==> src/rtl/sram_playback.sv <==
// SRAM playback controller: reads a block of samples from the capture SRAM and
// streams them to a downstream consumer over a valid/ready handshake.
module sram_playback #(
    parameter int ADDR_W  = 11,
    parameter int DATA_W  = 8,
    parameter int RD_WAIT = 2
) (
    input  logic              CLK,
    input  logic              reset,
    input  logic              start,
    input  logic [ADDR_W-1:0] base_addr,
    input  logic [ADDR_W:0]   len,
    output logic [ADDR_W-1:0] address,
    input  logic [DATA_W-1:0] sram_data,
    output logic              nce,
    output logic              noe,
    output logic              nwe,
    output logic [DATA_W-1:0] out_data,
    output logic              out_valid,
    input  logic              out_ready,
    output logic              busy,
    output logic              done
);

    typedef enum logic [2:0] {
        S_IDLE,
        S_SETUP,
        S_ACCESS,
        S_PRESENT,
        S_FINISH
    } state_t;

    localparam logic [3:0]      WAIT_LOAD = 4'(RD_WAIT - 1);
    localparam logic [ADDR_W:0] REM_ONE   = (ADDR_W + 1)'(1);
    localparam logic [ADDR_W-1:0] ADDR_ONE = ADDR_W'(1);

    state_t            state_q, state_d;
    logic [ADDR_W-1:0] addr_q, addr_d;
    logic [ADDR_W:0]   rem_q, rem_d;
    logic [3:0]        wait_q, wait_d;
    logic [DATA_W-1:0] data_q, data_d;

    // NOTE: every signal written below gets a default first, so no path can infer a latch.
    always_comb begin
        state_d   = state_q;
        addr_d    = addr_q;
        rem_d     = rem_q;
        wait_d    = wait_q;
        data_d    = data_q;
        nce       = 1'b1;
        noe       = 1'b1;
        out_valid = 1'b0;
        done      = 1'b0;

        case (state_q)
            S_IDLE: begin
                if (start) begin
                    addr_d  = base_addr;
                    rem_d   = len;
                    state_d = (len == '0) ? S_FINISH : S_SETUP;
                end
            end
            S_SETUP: begin
                nce     = 1'b0;
                wait_d  = WAIT_LOAD;
                state_d = S_ACCESS;
            end
            S_ACCESS: begin
                nce = 1'b0;
                noe = 1'b0;
                if (wait_q == 4'd0) begin
                    data_d  = sram_data;
                    state_d = S_PRESENT;
                end else begin
                    wait_d = wait_q - 4'd1;
                end
            end
            S_PRESENT: begin
                out_valid = 1'b1;
                if (out_ready) begin
                    rem_d   = rem_q - REM_ONE;
                    addr_d  = addr_q + ADDR_ONE;
                    state_d = (rem_q == REM_ONE) ? S_FINISH : S_SETUP;
                end
            end
            S_FINISH: begin
                done    = 1'b1;
                state_d = S_IDLE;
            end
            default: state_d = S_IDLE;
        endcase
    end

    // NOTE: sequential state uses non-blocking assignments so all flops update together.
    always_ff @(posedge CLK or posedge reset) begin
        if (reset) begin
            state_q <= S_IDLE;
            addr_q  <= '0;
            rem_q   <= '0;
            wait_q  <= '0;
            data_q  <= '0;
        end else begin
            state_q <= state_d;
            addr_q  <= addr_d;
            rem_q   <= rem_d;
            wait_q  <= wait_d;
            data_q  <= data_d;
        end
    end

    assign address  = addr_q;
    assign out_data = data_q;
    assign busy     = (state_q != S_IDLE);
    assign nwe      = 1'b1;

endmodule

==> config.mk <==
export PLATFORM = sky130hd
export DESIGN_NAME = sram_playback
export DESIGN_NICKNAME = d
export VERILOG_FILES = /design/src/rtl/sram_playback.sv
export SDC_FILE = /design/constraint.sdc
export NUM_CORES = 1
export LEC_CHECK = 0
export ABC_AREA = 1
export ABC_CLOCK_PERIOD_IN_PS = 1490
export CORE_ASPECT_RATIO = 1.75
export CORE_MARGIN = 3
export CORE_UTILIZATION = 49
export CTS_CLUSTER_SIZE = 16
export DETAILED_ROUTE_END_ITERATION = 10
export PLACE_DENSITY = 0.81
export REMOVE_ABC_BUFFERS = 1
export SLEW_MARGIN = 20
export SYNTH_ARGS = -nofsm -noshare
export SYNTH_HDL_FRONTEND = slang
export SYNTH_SLANG_ARGS = --single-unit
==> constraint.sdc <==
create_clock -name CLK -period 1.49 [get_ports CLK]
set_input_delay 0.298 -clock CLK [delete_from_list [all_inputs] [get_ports CLK]]
set_output_delay 0.298 -clock CLK [all_outputs]
set_load 0.01 [all_outputs]
==> metrics.csv <==
metric,value,unit
p_leak,1.86,nW
grt_max_degree,39,
synth_cell_type_count,31,
ios,60,
min_period,1560,ps
crit_path_max_fanout,25,
regToRegSetupSlack,-70,ps
hold_class,in2async,
fin_setup_tns,-549,ps
synthAdderAreaFrac,2.08,%
r2r-start,state_q[2],
layout.nets,477,
cp.required,1720,ps
rr_endpoint,rem_q[11],
synth-seq-area-share,39.6,%
met2_length,4250,um
violations,setup timing,
track_usage,25.1,%
final-setup-viol-count,18,
placed_cells,466,
initial_utilization,51.1,%
drc_errors,0,
drtAntennaViolNets,0,
cts_buffer_depth,2,
cts_inserted_buffers,5,
dpl.hpwl,4690,um
portBuffers,58,
cap_violations,0,
endpoint_kind,flop,
drt-met1-wl,2510,um
row_count,33,
grt-ovfl-total,0,
power.density,2190,nW/um^2
finClkSkew,5.68,ps
synth_top_family_by_area,simple AND/OR/NAND/NOR gates,
avgViaCountPerCell,5.44,
yosys_warnings,0,
area_delta_synth_final,51.5,%
fin_crit_sh,105,%
synthXorXnorAreaFrac,1.09,%
clk_pin_slew,80,ps
rsz0062_at_grt,yes,
top_layer_used,met4,
fill_cells,345,
slew_viol_final,0,
coreArea,4710,um^2
dieArea,5810,um^2
yosys.area_share.simple,35.7,%
dr.pass1.iters,4,
diodes,0,
netlist_area,2400,um^2
synth_compound_area_share,8.02,%
grt_first_pass_wirelength,11600,um
critPathKind,reg2reg,
cts_tree,yes,
peakVddDrop,0.00158,V
clock-sinks,38,
globalplace.congestion,0.852,
clkLatencyLatePin,290,ps
antenna_found_initial,0,
die_x,58.9,um
worst_ep_arrival_time,1790,ps
synthMuxAreaShare,3.75,%
cts_root_buf,clkbuf_8,
path_cells,"buf_6, inv_8, buf_6, nand4_1, nand2_2, nand2_4, buf_12, nor2_1, nand2_1, nand2_1",
setup_slack,-68.5,ps
htree_levels,2,
start_kind,flop,
synthCells,344,
yosys_register_bits,38,
status,"finished, violations left",
grt_pass1_vias,2658,
num_vias,2669,
die_h,98.7,um
instances_no_fill,491,
critPathSlowestCell,dfrtp_1,
wl_met3,371,um
hold_viol,0,
drive_gt1_share,22.8,%
worst_path_largest_cell_delay,410,ps
wire_per_inst,14.8,um
postSynthAreaPerCell,6.99,um^2
wl,7290,um
max_freq,0.642,GHz
rr_worst_depth,10,
drtIter0Drc,132,
-- routing by layer --
layer	vias to the layer above	global-route usage (%)
met5	-	0
met4	0	8.55
met3	17	4.59
met2	94	46.8
met1	1288	27.2
li1	1270	-
-- sequential cells by signal (all words and copies together) (netlist names) --
register  cells
address      11
out_data      8
rem_q        12
state_q       3
wait_q        4
-- worst max-delay path: cells and delay by family, from the launching register on --
kind,cells,cell delay (ps)
buffers and inverters,4,460
flip-flops,1,410
AND/OR/NAND/NOR,6,610
-- cells by family after synthesis --
| logic type | after synthesis |
|---|---|
| xor gates and xnor gates | 3 |
| DFF | 38 |
| other | 1 |
| AOI/OAI and AO/OA | 36 |
| buffers and inverters | 52 |
| adders and majority gates | 4 |
| muxes | 8 |
| and+or+nand+nor | 202 |
-- cell usage after synthesis --
cell type | number | area [um^2]
nand2_1 | 101 | 379
nor2_1 | 55 | 206
dfrtp_1 | 38 | 951
inv_1 | 36 | 135
nand3_1 | 23 | 115
o21ai_1 | 13 | 65.1
a21oi_1 | 11 | 55.1
o21ai_0 | 9 | 45.0
mux2_2 | 8 | 90.1
nand4_1 | 8 | 50.1
inv_2 | 6 | 22.5
ha_1 | 4 | 50.1
nor3_1 | 4 | 20.0
buf_2 | 3 | 15.0
buf_4 | 3 | 22.5
buf_6 | 3 | 33.8
nand2_2 | 2 | 12.5
nand3_2 | 2 | 20.0
or2_2 | 2 | 12.5
xor2_1 | 2 | 17.5
a21boi_0 | 1 | 7.51
and3_1 | 1 | 6.26
clkbuf_1 | 1 | 3.75
conb_1 | 1 | 3.75
nand2_4 | 1 | 11.3
nand3b_1 | 1 | 7.51
nor2_2 | 1 | 6.26
nor3_2 | 1 | 10.0
o211ai_1 | 1 | 7.51
o31ai_2 | 1 | 12.5
xnor2_1 | 1 | 8.76
-- final cells by class --
type | count | area, um^2 | share of cell area [%]
multi-input cells | 254 | 1330 | 36.6
clock buffers | 5 | 68.8 | 1.89
clock inverters | 3 | 68.8 | 1.89
inverters | 42 | 175 | 4.81
repair buffers | 97 | 976 | 26.8
flip-flops and latches | 38 | 955 | 26.2
well taps | 52 | 65.1 | 1.79
-- worst max-delay path by stage --
stage	from	to	depth (start not counted)
2_1_floorplan	state_q[2]	address[8]	6
3_3_place_gp	state_q[1]	nce	6
3_5_place_dp	state_q[1]	nce	6
4_1_cts	state_q[1]	nce	6
5_1_grt	state_q[2]	rem_q[7]	10
6_report	state_q[2]	rem_q[11]	10
-- stage by stage --
step | hold WS [ps] | cell area [um^2] | total power, mW | setup WS [ps] | utilization (%)
final | 355 | 3640 | 7.99 | -68.5 | 77.4
after CTS | 363 | 3470 | 7.52 | -53.9 | 73.7
after global placement | 458 | 3180 | 6.01 | -97.9 | 67.5
after detailed placement | 488 | 3180 | 6.16 | -122 | 67.5
after global routing | 379 | 3640 | 8.60 | -115 | 77.4
after floorplan | 440 | 2330 | 4.24 | -98.2 | -
-- repair_timing --
| item | CTS | global route |
|---|---|---|
| cloned | 0 | 1 |
| setup buffers | 12 | 4 |
| pin swaps | 3 | 5 |
| setup endpoints to repair | 32 | 48 |
| hold buffers | 0 | 0 |
| gates resized for setup | 55 | 38 |
-- layout by cell type (no fill, tap or decap), drive strengths merged, types with 2 or more instances in the layout --
cell / count
clkbuf: 6
buf: 43
mux2: 8
dlymetal6s2s: 7
nand2: 104
dfrtp: 38
dlygate4sd2: 12
ha: 4
o21ai: 22
nand3: 25
bufinv: 2
nand4: 8
xor2: 2
nor2: 56
clkdlybuf4s50: 34
a21oi: 11
or2: 2
inv: 42
nor3: 5
-- report_power, final --
| part | internal, mW | switching [mW] |
|---|---|---|
| logic | 2.27 | 2.66 |
| clock network | 0.671 | 0.394 |
| registers | 1.55 | 0.443 |
| total | 4.49 | 3.50 |
Note: power is estimated with default switching activity, not from simulation.
